**src/rtl/rv32i_ctrl_pkg.sv**
```systemverilog
// Shared types and encodings for the multicycle RV32I control FSM.
// Option MULTICYCLE_MEM_WAIT_EN adds memory wait states to FETCH, MEMREAD and MEMWR.
package rv32i_ctrl_pkg;

   typedef enum logic [3:0] {
      FETCH, DECODE, MEMADR, MEMREAD, MEMWB, MEMWR, EXECR, EXECI, ALUWB, JAL, BEQ
   } state_e;

   localparam logic [6:0] OP_LW    = 7'b0000011;
   localparam logic [6:0] OP_SW    = 7'b0100011;
   localparam logic [6:0] OP_RTYPE = 7'b0110011;
   localparam logic [6:0] OP_ITYPE = 7'b0010011;
   localparam logic [6:0] OP_JAL   = 7'b1101111;
   localparam logic [6:0] OP_BEQ   = 7'b1100011;

   localparam logic [1:0] SRCA_PC    = 2'b00;
   localparam logic [1:0] SRCA_OLDPC = 2'b01;
   localparam logic [1:0] SRCA_RD1   = 2'b10;
   localparam logic [1:0] SRCB_WD    = 2'b00;
   localparam logic [1:0] SRCB_IMM   = 2'b01;
   localparam logic [1:0] SRCB_FOUR  = 2'b10;
   localparam logic [1:0] RES_ALUOUT = 2'b00;
   localparam logic [1:0] RES_DATA   = 2'b01;
   localparam logic [1:0] RES_ALURES = 2'b10;
   localparam logic [1:0] ALUOP_ADD  = 2'b00;
   localparam logic [1:0] ALUOP_SUB  = 2'b01;
   localparam logic [1:0] ALUOP_FUNCT = 2'b10;

   typedef struct packed {
      logic       pcupdate;
      logic       branch;
      logic       adrsrc;
      logic       memwrite;
      logic       irwrite;
      logic       regwrite;
      logic [1:0] resultsrc;
      logic [1:0] alusrca;
      logic [1:0] alusrcb;
      logic [1:0] aluop;
   } ctrl_t;

   // States that access memory and may have to wait for it.
   function automatic logic is_mem_state(state_e s);
      return (s == FETCH) || (s == MEMREAD) || (s == MEMWR);
   endfunction

endpackage

```
**src/rtl/mc_state_decode.sv**
```systemverilog
// Moore output decode: maps the control state to the raw datapath control vector.
module mc_state_decode
   import rv32i_ctrl_pkg::*;
(
   input  state_e state_i,
   output ctrl_t  ctrl_o
);

   always_comb begin
      ctrl_o = '0;
      case (state_i)
         FETCH: begin
            ctrl_o.irwrite   = 1'b1;
            ctrl_o.pcupdate  = 1'b1;
            ctrl_o.alusrca   = SRCA_PC;
            ctrl_o.alusrcb   = SRCB_FOUR;
            ctrl_o.aluop     = ALUOP_ADD;
            ctrl_o.resultsrc = RES_ALURES;
         end
         DECODE: begin
            ctrl_o.alusrca = SRCA_OLDPC;
            ctrl_o.alusrcb = SRCB_IMM;
            ctrl_o.aluop   = ALUOP_ADD;
         end
         MEMADR: begin
            ctrl_o.alusrca = SRCA_RD1;
            ctrl_o.alusrcb = SRCB_IMM;
            ctrl_o.aluop   = ALUOP_ADD;
         end
         MEMREAD: begin
            ctrl_o.resultsrc = RES_ALUOUT;
            ctrl_o.adrsrc    = 1'b1;
         end
         MEMWB: begin
            ctrl_o.resultsrc = RES_DATA;
            ctrl_o.regwrite  = 1'b1;
         end
         MEMWR: begin
            ctrl_o.resultsrc = RES_ALUOUT;
            ctrl_o.adrsrc    = 1'b1;
            ctrl_o.memwrite  = 1'b1;
         end
         EXECR: begin
            ctrl_o.alusrca = SRCA_RD1;
            ctrl_o.alusrcb = SRCB_WD;
            ctrl_o.aluop   = ALUOP_FUNCT;
         end
         EXECI: begin
            ctrl_o.alusrca = SRCA_RD1;
            ctrl_o.alusrcb = SRCB_IMM;
            ctrl_o.aluop   = ALUOP_FUNCT;
         end
         ALUWB: begin
            ctrl_o.resultsrc = RES_ALUOUT;
            ctrl_o.regwrite  = 1'b1;
         end
         JAL: begin
            ctrl_o.alusrca   = SRCA_OLDPC;
            ctrl_o.alusrcb   = SRCB_FOUR;
            ctrl_o.aluop     = ALUOP_ADD;
            ctrl_o.resultsrc = RES_ALUOUT;
            ctrl_o.pcupdate  = 1'b1;
         end
         BEQ: begin
            ctrl_o.alusrca   = SRCA_RD1;
            ctrl_o.alusrcb   = SRCB_WD;
            ctrl_o.aluop     = ALUOP_SUB;
            ctrl_o.resultsrc = RES_ALUOUT;
            ctrl_o.branch    = 1'b1;
         end
         default: ctrl_o = '0;
      endcase
   end

endmodule

```
**src/rtl/rv32i_multicycle_ctrl.sv**
```systemverilog
// Multicycle RV32I main control FSM with retired-instruction counter.
// Option MULTICYCLE_MEM_WAIT_EN adds MEM_READY and stalls the memory states on it.
module rv32i_multicycle_ctrl
   import rv32i_ctrl_pkg::*;
#(
   parameter int unsigned CNT_W = 32
) (
   input  logic             CLK,
   input  logic             RSTn,
   input  logic [6:0]       OP,
   input  logic             ZERO,
`ifdef MULTICYCLE_MEM_WAIT_EN
   input  logic             MEM_READY,
`endif
   output logic             PCWRITE,
   output logic             ADRSRC,
   output logic             MEMWRITE,
   output logic             IRWRITE,
   output logic             REGWRITE,
   output logic [1:0]       RESULTSRC,
   output logic [1:0]       ALUSRCA,
   output logic [1:0]       ALUSRCB,
   output logic [1:0]       ALUOP,
   output logic             ILLEGAL,
   output logic [CNT_W-1:0] INSTRET
);

   state_e           state_q, state_d;
   logic             illegal_q, illegal_d;
   logic [CNT_W-1:0] instret_q, instret_d;
   ctrl_t            ctrl;
   logic             mem_ok;
   logic             hold;

`ifdef MULTICYCLE_MEM_WAIT_EN
   assign mem_ok = MEM_READY;
`else
   assign mem_ok = 1'b1;
`endif

   assign hold = is_mem_state(state_q) & ~mem_ok;

   mc_state_decode u_decode (
      .state_i (state_q),
      .ctrl_o  (ctrl)
   );

   always_comb begin
      state_d   = state_q;
      illegal_d = 1'b0;
      instret_d = instret_q;
      case (state_q)
         FETCH:   if (!hold) state_d = DECODE;
         DECODE: begin
            case (OP)
               OP_LW, OP_SW: state_d = MEMADR;
               OP_RTYPE:     state_d = EXECR;
               OP_ITYPE:     state_d = EXECI;
               OP_JAL:       state_d = JAL;
               OP_BEQ:       state_d = BEQ;
               default: begin
                  state_d   = FETCH;
                  illegal_d = 1'b1;
               end
            endcase
         end
         MEMADR:  state_d = (OP == OP_LW) ? MEMREAD : MEMWR;
         MEMREAD: if (!hold) state_d = MEMWB;
         MEMWB: begin
            state_d   = FETCH;
            instret_d = instret_q + CNT_W'(1);
         end
         MEMWR: begin
            if (!hold) begin
               state_d   = FETCH;
               instret_d = instret_q + CNT_W'(1);
            end
         end
         EXECR, EXECI, JAL: state_d = ALUWB;
         ALUWB, BEQ: begin
            state_d   = FETCH;
            instret_d = instret_q + CNT_W'(1);
         end
         default: state_d = FETCH;
      endcase
   end

   always_ff @(posedge CLK) begin
      if (!RSTn) begin
         state_q   <= FETCH;
         illegal_q <= 1'b0;
         instret_q <= '0;
      end else begin
         state_q   <= state_d;
         illegal_q <= illegal_d;
         instret_q <= instret_d;
      end
   end

   // Everything is forced quiet while reset is held, independent of state.
   always_comb begin
      PCWRITE   = 1'b0;
      ADRSRC    = 1'b0;
      MEMWRITE  = 1'b0;
      IRWRITE   = 1'b0;
      REGWRITE  = 1'b0;
      RESULTSRC = 2'b00;
      ALUSRCA   = 2'b00;
      ALUSRCB   = 2'b00;
      ALUOP     = 2'b00;
      ILLEGAL   = 1'b0;
      if (RSTn) begin
         PCWRITE   = (ctrl.pcupdate | (ctrl.branch & ZERO)) & ~hold;
         ADRSRC    = ctrl.adrsrc;
         MEMWRITE  = ctrl.memwrite & ~hold;
         IRWRITE   = ctrl.irwrite & ~hold;
         REGWRITE  = ctrl.regwrite;
         RESULTSRC = ctrl.resultsrc;
         ALUSRCA   = ctrl.alusrca;
         ALUSRCB   = ctrl.alusrcb;
         ALUOP     = ctrl.aluop;
         ILLEGAL   = illegal_q;
      end
   end

   assign INSTRET = instret_q;

endmodule

```
**config.mk**
```make
export PLATFORM = sky130hd
export DESIGN_NAME = rv32i_multicycle_ctrl
export DESIGN_NICKNAME = d
export VERILOG_FILES = /design/src/rtl/rv32i_ctrl_pkg.sv /design/src/rtl/mc_state_decode.sv /design/src/rtl/rv32i_multicycle_ctrl.sv
export SDC_FILE = /design/constraint.sdc
export NUM_CORES = 1
export LEC_CHECK = 0
export CORE_ASPECT_RATIO = 0.8
export CORE_MARGIN = 2
export CORE_UTILIZATION = 45
export DETAILED_ROUTE_END_ITERATION = 10
export HOLD_SLACK_MARGIN = 0.03
export PLACE_DENSITY = 0.75
export SETUP_SLACK_MARGIN = 0.5
export SYNTH_ARGS = -nofsm -noshare
export SYNTH_HDL_FRONTEND = slang
export SYNTH_SLANG_ARGS = --single-unit
export TNS_END_PERCENT = 100
```
**constraint.sdc**
```tcl
create_clock -name CLK -period 1.92 [get_ports CLK]
set_input_delay 0.288 -clock CLK [delete_from_list [all_inputs] [get_ports CLK]]
set_output_delay 0.288 -clock CLK [all_outputs]
set_load 0.005 [all_outputs]
```
After elaboration in Yosys (flattened, before gate mapping) --
Index checks and enable logic that the tools add are counted.
Storage, ports and cells: register bits 37, output and inout bits 46, logic and storage cells 53, input port bits 10
Cells by class: muxes and demuxes 22, bitwise logic cells 2, reduce and logical (&&, ||, !) cells 9, $add $sub $neg 1, equal/unequal tests 16
Operators with widths (count):
- $pmux W6 S7 | 1
- $pmux W4 S5 | 2
- $add A32 B1 Y32 const B | 1
- $eq A4 B3 Y1 const B | 4
- $eq A7 B6 Y1 const B | 2
- $eq A7 B7 Y1 const B | 2
- $mux W1 | 13
- $eq A4 B4 Y1 const B | 3
- $eq A4 B2 Y1 const B | 2
- $mux W2 | 4
- $reduce_or A2 Y1 | 4
- $eq A7 B2 Y1 const B | 1
- $eq A7 B5 Y1 const B | 1
- $reduce_or A6 Y1 | 1
- $eq A4 B1 Y1 const B | 1
- $logic_not A4 Y1 | 1
- $pmux W2 S2 | 1
- $reduce_or A4 Y1 | 1
- $mux W3 | 1
- $reduce_or A3 Y1 | 1
- $reduce_and A2 Y1 | 1
- $and A1 B1 Y1 | 1
- $or A1 B1 Y1 | 1

Longest topological paths before layout --
depth after elaboration 5, depth in mapped cells 6, gate-level depth less buffers 5

Modules after synthesis --
From an unflattened synthesis, not the netlist that was laid out.
Unflattened totals: cell total of the unflattened synthesis 248, area total of the unflattened synthesis 2052.0 µm²
Modules (own cells, without submodules):
- rv32i_multicycle_ctrl | instances 1, sequential area each 740.7 µm², cells an instance 224, area each 1873.0 µm²
- mc_state_decode | instances 1, sequential area each 0.0 µm², cells an instance 24, area each 178.9 µm²

Least setup slack after synthesis --
OpenSTA, ideal clock, no wires.
path type reg2reg, start register instret_q[9] (netlist: INSTRET[9]), end register instret_q[29] (netlist: INSTRET[29]), cell stages (with the launch flop) 6, period minus slack after synthesis 1.639 ns, library setup time 0.072 ns, buffers on the path 1, slack 0.281 ns, data arrival time 1.567 ns, data required time 1.848 ns, cell sequence dfxtp_1 -> and4_1 -> nand4_2 -> buf_2 -> nor4_1 -> mux2i_1
On the way: longest elaborated chain between the ends 1
Ends and longest elaborated chain:
- start, declared | RTL line rv32i_multicycle_ctrl.sv:30 | logic [CNT_W-1:0] instret_q, instret_d;
- start signal, assigned | RTL line rv32i_multicycle_ctrl.sv:96 | instret_q <= instret_d;
- $add A32 B1 Y32 | RTL line rv32i_multicycle_ctrl.sv:71, rv32i_multicycle_ctrl.sv:76, rv32i_multicycle_ctrl.sv:82
Every way passes these cells. A chain may end at the register's enable or synchronous reset.

Worst setup path after layout --
start register state_q[3], end register instret_q[19] (netlist: INSTRET[19])
On the way: longest elaborated chain between the ends 2, elaborated cells on any way between the ends 5, those cells by class 4 x eq/ne; 1 x reduce/logical
Ends and longest elaborated chain:
- start, declared | RTL line rv32i_multicycle_ctrl.sv:28 | state_e state_q, state_d;
- start signal, assigned | RTL line rv32i_multicycle_ctrl.sv:94 | state_q <= state_d;
- $eq A4 B3 Y1 / $eq A4 B4 Y1 (equally long branches) | RTL line rv32i_multicycle_ctrl.sv:52 | case (state_q)
- $reduce_or A4 Y1 (no line) *
Every way passes the cells marked *; elsewhere a longest branch is shown, timed or not.

==> results.cfg <==
[run_status]
run_status = finished with violations
violations = negative setup slack

[logic_synthesis]
synth_nets = 265
yosysUniqueCellTypes = 50
synth_area_um2 = 2160
ys_async_sr_fraction_pct = 0
synth-main-ff-cell = dfxtp_1
synthCells = 254
synth_edf_count = 0
syn_avg_cell_area_um2 = 8.52
ys_warn_count = 0
ys_seq_area_share_pct = 34.2
synth_seq_cells = 37

[sta]
tightestPinTransition_ps = 437
rsz0062_at_grt = true
hold_violations = 0
setup-violations-final = 18
period_share_pct = 105
slew_headroom_pct = 70.8
max_freq_mhz = 497
min_period_ps = 2010
drv_slew = 0
fin_skew_ps = 4.15
fin_tns_setup_ps = -719
setup_slack_ps = -91.5

[global_route]
grt_max_degree = 25
grt_pass1_vias = 2590
track_usage_pct = 35.9
antenna_found_initial = 0
grt_pass1_wl_mm = 14.3
overflow = 0

[drt]
drc_errors = 0
via_per_inst = 6.78
dr.pass1.iters = 5
drtAntennaViolNets = 0
vias = 3110
wl_mm = 12.8
drt-initial-drc-count = 296
wl_per_cell_um = 27.8

[pwr]
finalPower_mw = 1.56
power_density_nw_per_um2 = 358
p_leak_nw = 2.11
vdd_drop_max_mv = 0.513

[placed_design]
dpl_cell_area_um2 = 3050
dp_slack_ps = -345
routabilityCongestion = 0.793
hpwl_mm = 4.09
portBuffers = 55

[critical_path]
setup.worst_path.start_class = flip-flop
crit_required_ps = 2130
crit_slowest_cell = dfxtp_4
critPathKind = reg -> reg
path_cells = buf_6 -> buf_6 -> nor3b_4 -> buf_6 -> o211ai_4 -> buf_6 -> nor4_4 -> mux2i_1
cp_common_cell = buf_6
cp_slowest_stage_delay_ps = 410
r2r-start = state_q[3]$_SDFF_PN0_
worstSetupEndpointType = flip-flop
crit_fanout = 7
critPathLaunch = state_q[3]$_SDFF_PN0_
regToRegSetupSlack_ps = -90
worstPathArrival_ps = 2220

[floorplan]
start_util_pct = 47.1
die_w_um = 81.5
die_h_um = 66.0
std_cell_rows = 22
io_pins = 56
dieArea_um2 = 5380
core_um2 = 4600

[flow_run]
max-cap-violations = 0

[cells_and_area]
stdcell_area_um2 = 4360
antennaDiodeCount = 0
finalNetCount = 410
layout_commonest_cell = buf_4
fillCellCount = 117
areaGrowthSynthToFinish_pct = 101
drive_gt1_share_pct = 58.6
final_cell_mix = 55 x buf_4, 41 x buf_6, 31 x dlygate4sd2_1

[min_path]
hold_class = reg -> reg
min_from = INSTRET[26]$_SDFFE_PN0P_

[clock_network]
cts.sinks = 37
worstSkewPairLatency_ps = 300
cts_buffers = 5
cts_tree = built
htree_levels = 2
cts_buffer_depth = 2
cts_root_buffer = clkbuf_8
clkSlewWorstSetupHoldPaths_ps = 80
==> per-layer routing <==
| metal | part of all wire, % | global-route usage [%] | vias to the layer above | wire length [µm] |
|---|---|---|---|---|
| li1 | - | - | 1229 | - |
| met1 | 36 | 47.1 | 1475 | 4650 |
| met2 | 46 | 57.5 | 300 | 5910 |
| met3 | 10 | 7.38 | 106 | 1310 |
| met4 | 7.2 | 14.4 | 0 | 920 |
| met5 | 0 | 0 | - | 0 |
==> per-stage QoR <==
step	instances	hold slack, ps	utilization, %
floorplan	254	396	-
global placement	375	454	66.3
detailed placement	375	465	66.3
CTS	441	471	83.7
global route	459	530	94.7
finish	459	524	94.7
==> power by group <==
group          leakage (nW)  switching [mW]  internal [mW]
Clock                0.0443           0.299          0.286
Sequential            0.320         0.00295          0.748
Combinational          1.75           0.120          0.102
Total                  2.11           0.422           1.14
==> cell usage after synthesis, drive strengths merged, types with 2 or more instances <==
cell	instances	area [µm²]
dfxtp	37	741
and3	5	31.3
nor4	16	119
nor3b	3	45.1
and4	5	43.8
nand3	8	40.0
nor4b	2	23.8
and2	2	12.5
clkbuf	8	30.0
a21oi	13	65.1
or4	6	45.0
o211ai	3	27.5
nor3	4	20.0
nor2	12	45.0
nand2b	18	113
o21ai	5	28.8
and3b	2	17.5
o31ai	6	45.0
buf	9	60.1
or3	5	31.3
o2111ai	4	41.3
mux2i	17	170
nand4	5	37.5
xor2	9	78.8
nand2	29	109
inv	7	26.3
==> worst max-delay path: cells and delay by family, from the launching register on <==
kind            cells  cell delay, ps
buf+inv             4             610
simple gates        2             460
flops               1             410
mux                 1             270
compound gates      1             160
==> repair_timing <==
action | in CTS | in global routing
endpoints found under the setup margin | 82 | 54
pin swaps | 29 | 25
setup buffers | 57 | 18
gates cloned | 2 | 0
resized for setup | 170 | 87
hold buffers | 0 | 0
==> kinds of logic (layout without fill, tap and decap cells) <==
logic type,count (synthesis),count (layout),share of synthesized area (%)
muxes,17,17,7.87
and+or+nand+nor,125,125,35.1
AOI/OAI and AO/OA,40,40,12.8
adders and majority gates,1,1,0.578
DFF,37,37,34.2
xor gates and xnor gates,10,10,4.05
buffers and inverters,24,169,5.38
==> registers in the layout, indices dropped and copies added, names as in the netlist <==
signal and count:
INSTRET 32, illegal_q 1, state_q 4
==> path summary, 6_finish.rpt <==
check                             endpoint  cells past startpoint
setup / recovery  INSTRET[19]$_SDFFE_PN0P_                      8
hold / removal    INSTRET[26]$_SDFFE_PN0P_                      2
setup reg to reg  INSTRET[19]$_SDFFE_PN0P_                      8
hold reg to reg   INSTRET[26]$_SDFFE_PN0P_                      2
==> area by class of cell <==
type | instances | area, µm² | area share [%]
Tap cell | 60 | 75.1 | 1.72
Sequential cell | 37 | 823 | 18.9
Timing Repair Buffer | 155 | 1440 | 33.2
Inverter | 7 | 26.3 | 0.603
Clock buffer | 7 | 86.3 | 1.98
Multi-Input combinational cell | 193 | 1900 | 43.6
(Power assumes the default switching activity.)
